--- src/rtl/seq_pkg.sv ---
// -----------------------------------------------------------------------------
// seq_pkg
// Shared definitions for the serial pattern generator and the benches of the
// sequence detectors it feeds.
//   - state encoding constants and the FSM state type
//   - default pattern loaded at reset
//   - frame-length helpers for computing run lengths
// -----------------------------------------------------------------------------
package seq_pkg;

    // State encoding
    localparam logic [1:0] STATE_IDLE = 2'd0;
    localparam logic [1:0] STATE_SEND = 2'd1;
    localparam logic [1:0] STATE_GAP  = 2'd2;

    typedef enum logic [1:0] {
        StIdle = STATE_IDLE,
        StSend = STATE_SEND,
        StGap  = STATE_GAP
    } seq_state_e;

    // Pattern register contents after reset
    localparam logic [2:0] SEQ_DEFAULT_PAT = 3'b101;

    // A repetition count of zero is treated as a single frame
    function automatic int unsigned eff_reps(input int unsigned reps);
        return (reps == 0) ? 1 : reps;
    endfunction

    // Number of cycles with busy=1 for one run
    function automatic int unsigned busy_cycles(input int unsigned width,
                                                input int unsigned reps,
                                                input int unsigned gap);
        int unsigned r;
        r = eff_reps(reps);
        return r * width + (r - 1) * gap;
    endfunction

    // Cycles from the first bit up to and including the done pulse
    function automatic int unsigned run_cycles(input int unsigned width,
                                               input int unsigned reps,
                                               input int unsigned gap);
        return busy_cycles(width, reps, gap) + 1;
    endfunction

endpackage

--- src/rtl/seq_down_counter.sv ---
// -----------------------------------------------------------------------------
// seq_down_counter
// Loadable down-counter with a zero flag. Decrement saturates at zero.
// Ports:
//   clk      - clock
//   rst      - asynchronous active-high reset, clears the count
//   load     - load load_val (takes priority over dec)
//   dec      - decrement by one when non-zero
//   load_val - value to load
//   count    - current count
//   zero     - count == 0
// -----------------------------------------------------------------------------
module seq_down_counter #(
    parameter int unsigned WIDTH = 4
) (
    input  logic             clk,
    input  logic             rst,
    input  logic             load,
    input  logic             dec,
    input  logic [WIDTH-1:0] load_val,
    output logic [WIDTH-1:0] count,
    output logic             zero
);

    logic [WIDTH-1:0] count_q;

    always_ff @(posedge clk or posedge rst) begin
        if (rst) begin
            count_q <= '0;
        end else if (load) begin
            count_q <= load_val;
        end else if (dec && (count_q != '0)) begin
            count_q <= count_q - WIDTH'(1);
        end
    end

    assign count = count_q;
    assign zero  = (count_q == '0);

endmodule

--- src/rtl/seq_pattern_gen.sv ---
// -----------------------------------------------------------------------------
// seq_pattern_gen
// Serial test-pattern transmitter. On start it captures a WIDTH-bit pattern,
// a repetition count and an inter-frame gap, then shifts the pattern out
// MSB-first for the requested number of frames and pulses done.
// Ports:
//   clk         - clock, all state on rising edge
//   rst         - asynchronous active-high reset
//   start       - run request, sampled only while idle
//   stop        - synchronous abort, sampled only while busy
//   pattern     - frame bits, MSB sent first
//   reps        - number of frames (0 treated as 1)
//   gap         - idle cycles between frames
//   dout        - serial bit, 0 whenever dout_valid=0
//   dout_valid  - dout carries a pattern bit
//   frame_start - first bit of a frame
//   busy        - high from the first bit through the last bit
//   done        - one-cycle pulse after the final bit
// -----------------------------------------------------------------------------
module seq_pattern_gen
    import seq_pkg::*;
#(
    parameter int unsigned       WIDTH       = 3,
    parameter int unsigned       CNTW        = 8,
    parameter int unsigned       GAPW        = 4,
    parameter logic [WIDTH-1:0]  DEFAULT_PAT = WIDTH'(SEQ_DEFAULT_PAT)
) (
    input  logic             clk,
    input  logic             rst,
    input  logic             start,
    input  logic             stop,
    input  logic [WIDTH-1:0] pattern,
    input  logic [CNTW-1:0]  reps,
    input  logic [GAPW-1:0]  gap,
    output logic             dout,
    output logic             dout_valid,
    output logic             frame_start,
    output logic             busy,
    output logic             done
);

    localparam int unsigned IDXW = $clog2(WIDTH);

    seq_state_e state_q, state_d;

    logic [WIDTH-1:0] pat_q, pat_d;
    logic [GAPW-1:0]  gap_len_q, gap_len_d;

    // Registered outputs
    logic dout_d, dout_valid_d, frame_start_d, busy_d, done_d;

    // Bit index: holds the index of the bit currently on dout
    logic            idx_load, idx_dec, idx_zero;
    logic [IDXW-1:0] idx_val, idx_cnt;

    // Frames still to send after the current one
    logic            frm_load, frm_dec, frm_zero;
    logic [CNTW-1:0] frm_val, frm_cnt;

    // Gap cycles still to spend after the current one
    logic            gcnt_load, gcnt_dec, gcnt_zero;
    logic [GAPW-1:0] gcnt_val, gcnt_cnt;

    logic unused_cnt;
    assign unused_cnt = ^{frm_cnt, gcnt_cnt};

    seq_down_counter #(
        .WIDTH (IDXW)
    ) u_idx_cnt (
        .clk      (clk),
        .rst      (rst),
        .load     (idx_load),
        .dec      (idx_dec),
        .load_val (idx_val),
        .count    (idx_cnt),
        .zero     (idx_zero)
    );

    seq_down_counter #(
        .WIDTH (CNTW)
    ) u_frm_cnt (
        .clk      (clk),
        .rst      (rst),
        .load     (frm_load),
        .dec      (frm_dec),
        .load_val (frm_val),
        .count    (frm_cnt),
        .zero     (frm_zero)
    );

    seq_down_counter #(
        .WIDTH (GAPW)
    ) u_gap_cnt (
        .clk      (clk),
        .rst      (rst),
        .load     (gcnt_load),
        .dec      (gcnt_dec),
        .load_val (gcnt_val),
        .count    (gcnt_cnt),
        .zero     (gcnt_zero)
    );

    // Next-state logic. Outputs are computed for the cycle after the edge, so
    // the first bit appears in the same cycle the FSM enters SEND.
    always_comb begin
        state_d       = state_q;
        pat_d         = pat_q;
        gap_len_d     = gap_len_q;
        idx_load      = 1'b0;
        idx_dec       = 1'b0;
        idx_val       = IDXW'(WIDTH - 1);
        frm_load      = 1'b0;
        frm_dec       = 1'b0;
        frm_val       = '0;
        gcnt_load     = 1'b0;
        gcnt_dec      = 1'b0;
        gcnt_val      = '0;
        dout_d        = 1'b0;
        dout_valid_d  = 1'b0;
        frame_start_d = 1'b0;
        busy_d        = 1'b0;
        done_d        = 1'b0;

        unique case (state_q)
            StIdle: begin
                if (start) begin
                    pat_d         = pattern;
                    gap_len_d     = gap;
                    frm_load      = 1'b1;
                    frm_val       = (reps == '0) ? '0 : reps - CNTW'(1);
                    idx_load      = 1'b1;
                    state_d       = StSend;
                    dout_d        = pattern[WIDTH-1];
                    dout_valid_d  = 1'b1;
                    frame_start_d = 1'b1;
                    busy_d        = 1'b1;
                end
            end

            StSend: begin
                if (stop) begin
                    state_d = StIdle;
                end else if (!idx_zero) begin
                    idx_dec      = 1'b1;
                    dout_d       = pat_q[idx_cnt - IDXW'(1)];
                    dout_valid_d = 1'b1;
                    busy_d       = 1'b1;
                end else if (frm_zero) begin
                    // Last bit of the last frame
                    state_d = StIdle;
                    done_d  = 1'b1;
                end else begin
                    frm_dec = 1'b1;
                    busy_d  = 1'b1;
                    if (gap_len_q != '0) begin
                        state_d   = StGap;
                        gcnt_load = 1'b1;
                        gcnt_val  = gap_len_q - GAPW'(1);
                    end else begin
                        idx_load      = 1'b1;
                        dout_d        = pat_q[WIDTH-1];
                        dout_valid_d  = 1'b1;
                        frame_start_d = 1'b1;
                    end
                end
            end

            StGap: begin
                if (stop) begin
                    state_d = StIdle;
                end else begin
                    busy_d = 1'b1;
                    if (gcnt_zero) begin
                        state_d       = StSend;
                        idx_load      = 1'b1;
                        dout_d        = pat_q[WIDTH-1];
                        dout_valid_d  = 1'b1;
                        frame_start_d = 1'b1;
                    end else begin
                        gcnt_dec = 1'b1;
                    end
                end
            end

            default: begin
                state_d = StIdle;
            end
        endcase
    end

    always_ff @(posedge clk or posedge rst) begin
        if (rst) begin
            state_q     <= StIdle;
            pat_q       <= DEFAULT_PAT;
            gap_len_q   <= '0;
            dout        <= 1'b0;
            dout_valid  <= 1'b0;
            frame_start <= 1'b0;
            busy        <= 1'b0;
            done        <= 1'b0;
        end else begin
            state_q     <= state_d;
            pat_q       <= pat_d;
            gap_len_q   <= gap_len_d;
            dout        <= dout_d;
            dout_valid  <= dout_valid_d;
            frame_start <= frame_start_d;
            busy        <= busy_d;
            done        <= done_d;
        end
    end

endmodule

--- config.mk ---
export PLATFORM = sky130hd
export DESIGN_NAME = seq_pattern_gen
export DESIGN_NICKNAME = d
export VERILOG_FILES = /design/src/rtl/seq_pkg.sv /design/src/rtl/seq_down_counter.sv /design/src/rtl/seq_pattern_gen.sv
export SDC_FILE = /design/constraint.sdc
export NUM_CORES = 1
export LEC_CHECK = 0
export CORE_ASPECT_RATIO = 0.6
export CORE_UTILIZATION = 55
export CTS_BUF_LIST = sky130_fd_sc_hd__clkbuf_4 sky130_fd_sc_hd__clkbuf_8
export CTS_CLUSTER_DIAMETER = 150
export DETAILED_ROUTE_END_ITERATION = 7
export GPL_ROUTABILITY_DRIVEN = 1
export PLACE_DENSITY = 0.8
export SLEW_MARGIN = 20
export SYNTH_ARGS = -nofsm -noshare
export SYNTH_HDL_FRONTEND = slang
export SYNTH_HIERARCHICAL = 1
export SYNTH_SLANG_ARGS = --single-unit
--- constraint.sdc ---
create_clock -name clk -period 3.2 [get_ports clk]
set_input_delay 0.8 -clock clk [delete_from_list [all_inputs] [get_ports clk]]
set_output_delay 0.8 -clock clk [all_outputs]
set_load 0.05 [all_outputs]
; ---- Yosys cells after proc, flatten, opt, wreduce, memory -nomap -nowiden
; Cells that the tools add are included.
[totals]
register_bits = 28
in_bits = 19
output_inout_bits = 5
word_cells = 107
[classes]
n_addsub = 5
magnitude_cmp = 1
n_eq_ne = 6
n_mux = 67
reduce_logical = 17
[op_table]
columns = operator, n
row1 = 1-bit 2-to-1 mux, 40
row2 = 8-bit 2-to-1 mux, 5
row3 = 4-bit 2-to-1 mux, 7
row4 = 2-bit 2-to-1 mux, 9
row5 = 8-bit zero test, 2
row6 = "8-bit by 1-bit subtractor with 8-bit output, second input constant", 2
row7 = 1-bit case mux with 3 select lines, 4
row8 = 2-bit nonzero test, 4
row9 = 4-bit nonzero test, 2
row10 = 8-bit nonzero test, 1
row11 = "4-bit by 1-bit subtractor with 4-bit output, second input constant", 2
row12 = "3-bit inequality test, second input constant", 2
row13 = 2-bit case mux with 3 select lines, 1
row14 = 2-bit zero test, 2
row15 = 4-bit zero test, 1
row16 = "4-bit inequality test, second input constant", 1
row17 = 4-bit AND reduction, 1
row18 = 1-bit logical AND, 3
row19 = "2-bit by 3-bit < comparator with 1-bit output, second input constant", 1
row20 = 1-bit binary-select mux with 2-bit select, 1
row21 = "2-bit by 1-bit == test with 1-bit output, second input constant", 1
row22 = "2-bit == test, second input constant", 1
row23 = "2-bit inequality test, second input constant", 1
row24 = 2-bit AND reduction, 1
row25 = "2-bit by 1-bit subtractor with 2-bit output, second input constant", 1

; ---- Longest topological paths before layout
; Gate-level depths: netlist of run 1.
[depth]
ltp_word = 8
ltp_mapped = 9
ltp_nobuf = 9

; ---- Modules after synthesis
; The synthesis of run 1 kept the hierarchy.
[by_module_without_submodules]
columns = module, instances, cells_per_inst, area_each_um2, seq_area_each_um2
row1 = seq_pattern_gen, 1, 101, 919.6, 352.8
row2 = seq_down_counter (u_frm_cnt), 1, 53, 495.5, 200.2
row3 = seq_down_counter (u_gap_cnt), 1, 28, 261.5, 100.1
row4 = seq_down_counter (u_idx_cnt), 1, 13, 135.1, 50.0

; ---- Worst setup path before layout of run 1
; OpenSTA, ideal clock, no wires.
[synth_timing]
kind = flip-flop to flip-flop
from = reg u_frm_cnt.count_q[0], in the netlist u_frm_cnt/count[0]
to = reg u_idx_cnt.count_q[0], in the netlist u_idx_cnt/count[0]
setup_time_ns = 0.066
arrival_time_ns = 2.153
t_required_ns = 3.134
slack_ns = 0.981
path_stages_with_launch = 10
path_buffers = 0
period_less_slack_ns = 2.219
path_cell_list = dfrtp_1 > inv_1 > ha_1 > or4b_4 > nor2_1 > nor4b_1 > a31oi_1 > nand2b_1 > nor4b_1 > a221o_1
[synth_between]
elab_chain_len = 6
elab_cells_between_ends = 7
cone_classes = mux: 5 / reduce/logical: 2
[synth_lines]
columns = item, line_no
row1 = "start, declared", seq_down_counter.sv:25  ; logic [WIDTH-1:0] count_q;
row2 = "start signal, assigned", seq_down_counter.sv:31  ; count_q <= load_val;
row3 = "start signal, assigned", seq_down_counter.sv:33  ; count_q <= count_q - WIDTH'(1);
row4 = 8-bit zero test (*), seq_down_counter.sv:38  ; assign zero = (count_q == '0);
row5 = named net frm_zero, seq_pattern_gen.sv:57  ; logic frm_load, frm_dec, frm_zero;
row6 = 1-bit 2-to-1 mux (*) (3 in series), --
row7 = 1-bit case mux with 3 select lines (*), --
row8 = named net frame_start_d, seq_pattern_gen.sv:50  ; logic dout_d, dout_valid_d, frame_start_d, busy_d, done_d;
row9 = 2-bit 2-to-1 mux or 2-bit nonzero test (tied branches), --
row10 = "end signal, assigned", seq_down_counter.sv:31
row11 = "end signal, assigned", seq_down_counter.sv:33
row12 = "end, declared", seq_down_counter.sv:25
; Mark *: on every way through the listed nets, which the timed path passes. The rest lies on a longest branch.
; A chain may end at the register's enable or synchronous reset.

; ---- Worst setup path after layout of run 1
; Same ends and word-level chain as after synthesis.

==> results_dict.tcl, run 1 <==
set metrics [dict create \
    critPathCaptureType "flip-flop" \
    crit_fanout 7 \
    stdcell_count 263 \
    holdWs_ns 0.520 \
    avgSynthCellArea_um2 9.29 \
    rows 15 \
    antenna_cells 0 \
    cts_tree "built" \
    dp_slack_ns 0.386 \
    fillCellCount 226 \
    power_density_nw_per_um2 827 \
    synth_fp_nets 222 \
    min_to "pat_q[2]" \
    required_ns 3.40 \
    maxSlewHeadroom 0.451 \
    status "finished, final reports clean" \
    ir_drop_mv 0.499 \
    p_leak_uw 0.000896 \
    synth_cell_type_count 53 \
    vias 1553 \
    cp_cell_sequence "inv_1 -> ha_1 -> or4b_4 -> nor2_1 -> buf_4 -> nor4b_1 -> a31oi_1 -> nand2b_1 -> nor4b_1 -> a221o_1" \
    wl_met1_um 2110 \
    critPathSlowestCell "or4b_4" \
    reg2reg_depth 10 \
    cts_max_level 1 \
    place_area_um2 2100 \
    wire_per_inst_um 15.4 \
    antenna_left 0 \
    finalSetupViolCount 0 \
    root_buffer "clkbuf_8" \
    dp_cells 259 \
    drtPass1Iterations 4 \
    dr_wl_met3_um 166 \
    power_frac_comb 0.523 \
    vias_per_cell 5.90 \
    worst_pin_slew_ns 0.812 \
    fmax_mhz 385 \
    swShare 0.427 \
    finalMaxSlewViolations 0 \
    multiInputGateArea_um2 1010 \
    hold_class "reg -> reg" \
    synth_top_cells_by_area "dfrtp_1, ha_1, inv_1" \
    hpwlAfterDp_um 3190 \
    grt_max_degree 29 \
    portBuffers 23 \
    period_needed_ns 2.60 \
    rsz0062_at_grt "false" \
    ff2ff_setup_slack_ns 0.60 \
    async_flop_share 1.00 \
    syn_inst 195 \
    grt.overflow.total 0 \
    ys.flop_type "dfrtp_1" \
    cts_buffers 3 \
    drive_gt1_frac 0.122 \
    yosysWarnings 6 \
    worstReg2RegEnd "u_idx_cnt/count[0]" \
    seqPwrFrac 0.366 \
    antenna_found_initial 0 \
    intPower_uw 1020 \
    wl_met2_um 1730 \
    nets 249 \
    clk_latency_ns 0.27 \
    power_switching_uw 761 \
    hold_violations 0 \
    yosysTopAreaCell "dfrtp_1" \
    grt_pass1_vias 1368 \
    holdBufCountCts 0 \
    top_layer "met4" \
    yosysSeqAreaShare 0.388 \
    initial_utilization 0.603 \
    clk_pin_slew_worst_paths_ns 0.09 \
    slowest_delay_ns 0.51 \
    hold_depth 2 \
    post_cts_resized 0 \
    cts_buffer_depth 2 \
    setup_tns_ns 0 \
    min-delay-start "pat_q[2]" \
    ff_latch_area_um2 703 \
    path_class "reg -> reg" \
    design_area_um2 2150 \
    clockPowerShare 0.111 \
    min_period_over_period 0.813 \
    die_y_um 46.5 \
    r2r_start "u_frm_cnt/count[0]" \
    coreArea_um2 3000 \
    yosys-top-cells-count "dfrtp_1, inv_1, nand2_1, o21ai_0, nor2_1" \
    layout-area-overhead-vs-synth_pct 18.9 \
    cp.arrival_ns 2.80 \
    grt.total_usage 0.247 \
    synth_most_common_cell "dfrtp_1" \
    finClkSkew_ns 0.00541 \
    cts_setup_buffers 0 \
    cts_sinks 28 \
    setup_ws_ns 0.600 \
    die_w_um 76.1 \
    fp.dieArea_um2 3530 \
    yosysTopAreaCellShare 0.359 \
    startpoint_type "flip-flop" \
    synth_edf_count 0 \
    crit_top_cell "nor4b_1" \
    netlist_area_um2 1810 \
    drt_iter0_drc 156 \
    ioPinCount 24 \
    drc_errors 0 \
    gp_congestion 0.831 \
    totalWireLength_um 4050 \
    grt_pass1_wl_um 6490 \
    ys_ff_latch 28 \
    drv_cap 0 \
]
[cells by family after synthesis]
family | count (synthesis) | share of synthesized area
simple gates | 71 | 0.249
compound gates | 46 | 0.173
flops | 28 | 0.388
buf+inv | 26 | 0.0546
fa+ha+maj | 8 | 0.0553
xor+xnor | 8 | 0.0387
mux | 6 | 0.0373
other cells | 2 | 0.00415
[stage by stage]
stage                      util  total power [uW]
after floorplan               -              1310
after global placement    0.701              1520
after detailed placement  0.701              1580
after CTS                 0.717              1780
after global routing      0.717              1900
final                     0.717              1780
[worst max-delay path by stage]
stage,to,startpoint,slack (ns),cells past startpoint
4_1_cts,u_idx_cnt/count[0],u_frm_cnt/count[0],0.62,10
3_3_place_gp,u_idx_cnt/count[0],stop,0.56,6
3_5_place_dp,u_idx_cnt/count[0],stop,0.39,6
6_report,u_idx_cnt/count[0],u_frm_cnt/count[0],0.60,10
5_1_grt,u_idx_cnt/count[0],u_frm_cnt/count[0],0.39,10
2_1_floorplan,u_idx_cnt/count[0],u_frm_cnt/count[0],0.98,9
[registers in the layout, indices dropped and copies added, names as in the netlist]
| register | count |
|---|---|
| pat_q | 3 |
| u_idx_cnt/count | 2 |
| state_q | 2 |
| busy | 1 |
| frame_start | 1 |
| gap_len_q | 4 |
| u_frm_cnt/count | 8 |
| dout | 1 |
| u_gap_cnt/count | 4 |
| dout_valid | 1 |
| done | 1 |
[power groups by stage]
stage,registers (uW),logic [uW],clock network [uW]
after global routing,671,1020,213
after global placement,643,882,0
after floorplan,683,623,0
final,652,933,197
after detailed placement,653,922,0
after CTS,649,925,205
[cell usage in the layout (no fill, tap or decap), drive strengths merged, types with 2 or more instances in the layout]
cell type and count:
dfrtp 26, clkdlybuf4s50 23, inv 21, o21ai 20, nand2 17, nor2 12
a21oi 9, ha 8, xnor2 6, mux2 6, nor4b 6, nor3b 5
or3 5, nand2b 4, nor3 4, buf 4, clkbuf 4, o31ai 3
a221o 3, nor2b 2, a31oi 2, nand3 2, dfstp 2, xor2 2
o31a 2, conb 2, or4 2, o41ai 2, and3 2, and2b 2
[final cells by class]
cell class,instances,area share
clock buffer,4,0.0227
tap,42,0.0244
inverter,21,0.0366
sequential,28,0.327
timing repair buffer,27,0.121
multi-input combinational,141,0.469
[routing by layer]
metal | track usage | vias to the layer above
met1 | 0.365 | 753
met3 | 0.0495 | 4
met4 | 0.0615 | 0
li1 | - | 743
met2 | 0.375 | 53
met5 | 0 | -
[critical path: cells and delay by family, from the launching register on]
family | cells | cell delay [ns]
AO/OA/AOI/OAI | 2 | 0.47
adder cells (fa/ha/maj) | 1 | 0.18
buffers and inverters | 2 | 0.25
flip-flops | 1 | 0.39
AND/OR/NAND/NOR | 5 | 1.24
Power figures use the tool's default switching activity.
==> inputs of run 2 (changes only) <==
==> constraint.sdc (replaced) <==
create_clock -name clk -period 2.7 [get_ports clk]
set_input_delay 0.675 -clock clk [delete_from_list [all_inputs] [get_ports clk]]
set_output_delay 0.675 -clock clk [all_outputs]
set_load 0.05 [all_outputs]
==> run 2 against run 1 <==
Effect of this change:
- register-to-register slack worse by 0.45 ns
- total power is 22% higher
- critical path depth is 1 lower
- via count is 0.64% lower
- non-clock buffer count is 5 higher
- critical path type unchanged
- largest cell class unchanged
==> results_dict.tcl, run 2 (synthesis gave the netlist of run 1 again) <==
set metrics [dict create \
    top_layer "met4" \
    drv_cap 0 \
    fp.dieArea_um2 3530 \
    vias 1543 \
    die_w_um 76.1 \
    antenna_cells 0 \
    mostFrequentLayoutCells "dfrtp_1, clkdlybuf4s50_1, inv_1, nand2_1, o21ai_0" \
    cts_setup_buffers 0 \
    power_frac_comb 0.525 \
    power_density_nw_per_um2 988 \
    root_buffer "clkbuf_8" \
    status "finished, final reports clean" \
    ir_drop_mv 0.568 \
    antenna_left 0 \
    finClkSkew_ns 0.00447 \
    crit_top_cell "nor4b_1" \
    cts_tree "built" \
    ioPinCount 24 \
    gp_congestion 0.813 \
    seqPwrFrac 0.357 \
    drc_errors 0 \
    hold_depth 2 \
    hold_class "reg -> reg" \
    reg2reg_depth 9 \
    vias_per_cell 5.76 \
    wl_met1_um 2170 \
    swShare 0.425 \
    drt_iter0_drc 188 \
    hold_violations 0 \
    fillCellCount 237 \
    largest_reg_flops 8 \
    period_needed_ns 2.55 \
    intPower_uw 1260 \
    path_depth 9 \
    setup_ws_ns 0.146 \
    startpoint_type "flip-flop" \
    die_y_um 46.5 \
    fmax_mhz 392 \
    grt_pass1_wl_um 6820 \
    p_leak_uw 0.000929 \
    clk_pin_slew_worst_paths_ns 0.09 \
    coreArea_um2 3000 \
    critPathSlowestCell "or4b_4" \
    drive_gt1_frac 0.142 \
    cp_num_buf_inv 1 \
    drtPass1Iterations 4 \
    setup_tns_ns 0 \
    cts_sinks 28 \
    holdWs_ns 0.554 \
    worst_pin_slew_ns 0.750 \
    layout-area-overhead-vs-synth_pct 22.0 \
    cp_top_family "simple AND/OR/NAND/NOR gates" \
    required_ns 2.91 \
    antenna_found_initial 0 \
    clk_latency_ns 0.27 \
    final_common_cell "dfrtp_1" \
    rsz0062_at_grt "false" \
    grt.total_usage 0.254 \
    cts_buffer_depth 2 \
    portBuffers 23 \
    finalSetupViolCount 0 \
    maxSlewHeadroom 0.493 \
    wire_per_inst_um 15.8 \
    dr_wl_met3_um 170 \
    post_cts_resized 0 \
    crit_fanout 7 \
    critPathCaptureType "flip-flop" \
    initial_utilization 0.603 \
    cp_cell_sequence "inv_1 -> ha_1 -> or4b_4 -> nor2_1 -> nor4b_1 -> a31oi_1 -> nand2b_1 -> nor4b_1 -> a221o_1" \
    totalWireLength_um 4230 \
    wl_met2_um 1880 \
    power_uw 2180 \
    grt_pass1_vias 1430 \
    cts_max_level 1 \
    grt_max_degree 29 \
    grt.overflow.total 0 \
    path_class "reg -> reg" \
    dp_slack_ns 0.168 \
    clockPowerShare 0.118 \
    hpwlAfterDp_um 3340 \
    min_period_over_period 0.946 \
    power_switching_uw 926 \
    finalMaxSlewViolations 0 \
    holdBufCountCts 0 \
    cts_buffers 3 \
    cp.arrival_ns 2.77 \
    nets 254 \
    slowest_delay_ns 0.50 \
    rows 15 \
]
run 2: cell count changes in the layout (fill, tap and decap cells not counted), sizes merged:
cell  delta
buf      +5
run 2: final cells by class:
cell class / count / area, um^2 / share of cell area
clock buffers: 4 / 55.1 / 0.0249
inverters: 21 / 78.8 / 0.0357
multi-input cells: 141 / 1010 / 0.457
flip-flops and latches: 28 / 703 / 0.318
well taps: 42 / 52.6 / 0.0238
repair buffers: 32 / 310 / 0.140
run 2: path summary, 6_finish.rpt:
kind,from,end,slack (ns)
hold / removal,pat_q[2],pat_q[2],0.55
setup reg to reg,u_frm_cnt/count[0],u_idx_cnt/count[0],0.15
min in group asynchronous,rst,u_idx_cnt/count[0],0.70
max in group asynchronous,rst,pat_q[2],1.42
hold reg to reg,pat_q[2],pat_q[2],0.55
setup / recovery,u_frm_cnt/count[0],u_idx_cnt/count[0],0.15
run 2: worst min-delay path: cells and delay by family, from the launching register on:
kind | cells | cell delay [ns]
compound gates | 1 | 0.11
buf+inv | 1 | 0.06
flops | 1 | 0.38
run 2: through the flow:
stage,utilization,std cells,instance area [um^2]
6_report,0.736,268,2210
2_1_floorplan,-,195,1810
5_1_grt,0.736,268,2210
4_1_cts,0.736,268,2210
3_5_place_dp,0.718,264,2150
3_3_place_gp,0.718,264,2150
run 2: layer usage:
metal  up-vias  global-route usage
met5         -                   0
met4         0              0.0423
met3         2              0.0396
met2        38               0.411
met1       752               0.369
li1        751                   -
run 2: power groups by stage:
stage | sequential (uW) | combinational, uW | clock [uW]
global route | 802 | 1270 | 273
global placement | 757 | 1090 | 0
detailed placement | 785 | 1130 | 0
floorplan | 809 | 738 | 0
CTS | 775 | 1140 | 264
finish | 779 | 1150 | 257
==> inputs of run 3 (changes only) <==
--- a/config.mk
+++ b/config.mk
@@ -6,12 +6,13 @@
 export NUM_CORES = 1
 export LEC_CHECK = 0
 export CORE_ASPECT_RATIO = 0.6
+export CORE_MARGIN = 1.5
 export CORE_UTILIZATION = 55
 export CTS_BUF_LIST = sky130_fd_sc_hd__clkbuf_4 sky130_fd_sc_hd__clkbuf_8
 export CTS_CLUSTER_DIAMETER = 150
 export DETAILED_ROUTE_END_ITERATION = 7
 export GPL_ROUTABILITY_DRIVEN = 1
-export PLACE_DENSITY = 0.8
+export PLACE_DENSITY = 0.89
 export SLEW_MARGIN = 20
 export SYNTH_ARGS = -nofsm -noshare
 export SYNTH_HDL_FRONTEND = slang
==> run 3 against run 2 <==
Effect of this change:
- setup slack gained 0.11 ns
- global-route usage shrank 3.2 points
- total power grew 3.4%
- wire length shrank 9.2%
- combinational power is essentially flat
- register-to-register slack gained 0.13 ns
- fmax grew 4.6%
- flip-flop and latch count is the same
- sequential share of layout area shrank 0.43 points
- core utilization grew 1.0 points
- die area grew 3.5%
- clock-buffer cell count shrank 1
==> results_dict.tcl, run 3 (synthesis gave the netlist of run 1 again) <==
set metrics [dict create \
    cts_buffers 3 \
    cp_num_buf_inv 1 \
    path_class "in -> reg" \
    status "finished, final reports clean" \
    drive_gt1_frac 0.150 \
    vias 1546 \
    finalMaxSlewViolations 0 \
    drv_cap 0 \
    period_needed_ns 2.44 \
    holdBufCountCts 0 \
    crit_fanout 5 \
    drt_iter0_drc 83 \
    cp.arrival_ns 2.64 \
    power_uw 2260 \
    critPathCaptureType "flip-flop" \
    grt_pass1_vias 1368 \
    r2r_start "u_frm_cnt/count[0]" \
    multiInputGateArea_um2 1020 \
    grt_pass1_wl_um 6240 \
    finClkSkew_ns 0.00418 \
    final_common_cell "dfrtp_1" \
    grt_max_degree 29 \
    fp.dieArea_um2 3660 \
    min-delay-start "pat_q[2]" \
    power_density_nw_per_um2 1010 \
    cp_cell_sequence "clkdlybuf4s50_1 -> nand4bb_1 -> nor2_1 -> nor3b_1 -> nand3_1 -> xor2_1 -> o21ai_0" \
    slowest_delay_ns 0.47 \
    min_period_over_period 0.904 \
    setup_tns_ns 0 \
    fmax_mhz 410 \
    root_buffer "clkbuf_8" \
    wire_per_inst_um 14.3 \
    hold_class "reg -> reg" \
    finalSetupViolCount 0 \
    cts_sinks 28 \
    antenna_cells 0 \
    antenna_left 0 \
    startpoint "stop" \
    clk_pin_slew_worst_paths_ns 0.09 \
    cts_max_level 1 \
    place_area_um2 2150 \
    grt.overflow.total 0 \
    ff_latch_area_um2 703 \
    ir_drop_mv 0.680 \
    die_w_um 77.1 \
    hold_violations 0 \
    rsz0062_at_grt "false" \
    vias_per_cell 5.75 \
    mostFrequentLayoutCells "dfrtp_1, clkdlybuf4s50_1, inv_1, nand2_1, o21ai_0" \
    p_leak_uw 0.000940 \
    cp_top_family "simple AND/OR/NAND/NOR gates" \
    design_area_um2 2240 \
    totalWireLength_um 3840 \
    ioPinCount 24 \
    cts_buffer_depth 2 \
    coreArea_um2 3000 \
    drtPass1Iterations 4 \
    drc_errors 0 \
    largest_reg_flops 8 \
    rows 15 \
    grt.total_usage 0.222 \
    layout-area-overhead-vs-synth_pct 23.6 \
    worst_pin_slew_ns 0.687 \
    initial_utilization 0.603 \
    hpwlAfterDp_um 2850 \
    portBuffers 23 \
    cts_tree "built" \
    clk_latency_ns 0.28 \
    nets 255 \
    critPathSlowestCell "clkdlybuf4s50_1" \
    required_ns 2.90 \
    die_y_um 47.5 \
    antenna_found_initial 0 \
    maxSlewHeadroom 0.536 \
    gp_congestion 0.859 \
    fillCellCount 227 \
    startpoint_type "input port" \
]
run 3: stage by stage:
| step | utilization | hold WS, ns | worst slack, ns | std cells |
|---|---|---|---|---|
| floorplan | - | 0.416 | 0.481 | 195 |
| global placement | 0.718 | 0.497 | 0.167 | 264 |
| detailed placement | 0.718 | 0.500 | 0.110 | 264 |
| CTS | 0.741 | 0.522 | 0.147 | 268 |
| global route | 0.746 | 0.551 | 0.0676 | 269 |
| finish | 0.746 | 0.524 | 0.259 | 269 |
run 3: metal layers:
layer / wire (um) / vias to the layer above / track usage
li1: - / 763 / -
met1: 1920 / 721 / 0.320
met2: 1680 / 56 / 0.359
met3: 189 / 6 / 0.0343
met4: 44 / 0 / 0.0655
met5: 0 / - / 0
run 3: final cells by class:
type / count / area share
inverters: 21 / 0.0352
repair buffers: 33 / 0.142
flip-flops and latches: 28 / 0.314
multi-input cells: 141 / 0.454
clock inverters: 1 / 0.0134
well taps: 42 / 0.0235
clock buffers: 3 / 0.0184
run 3: repair_timing:
| item | CTS | global route |
|---|---|---|
| resized for setup | 0 | 1 |
| setup endpoints to repair | 0 | 1 |
| setup buffers | 0 | 1 |
run 3: power breakdown:
part	total [uW]	internal (uW)	switching (uW)	leakage (uW)
clock network	327	199	129	0.0000357
registers	763	601	161	0.000354
logic	1170	535	632	0.000550
run 3: final timing paths:
kind                       cells after the start  slack (ns)            endpoint
setup / recovery                               7        0.26  u_frm_cnt/count[5]
min in group asynchronous                      2        0.65  u_idx_cnt/count[0]
hold / removal                                 2        0.52            pat_q[2]
setup reg to reg                               9        0.28  u_idx_cnt/count[1]
max in group asynchronous                      2        1.49            pat_q[0]
hold reg to reg                                2        0.52            pat_q[2]
run 3: worst reg2reg max path, stage by stage (launching register included):
cell and delay, ns:
dfrtp_1 0.39, inv_1 0.12, ha_1 0.17, or4b_4 0.50, nor2_1 0.18, nor4b_1 0.10, a31oi_1 0.22, nand2b_1 0.13
buf_4 0.17, a221o_1 0.33
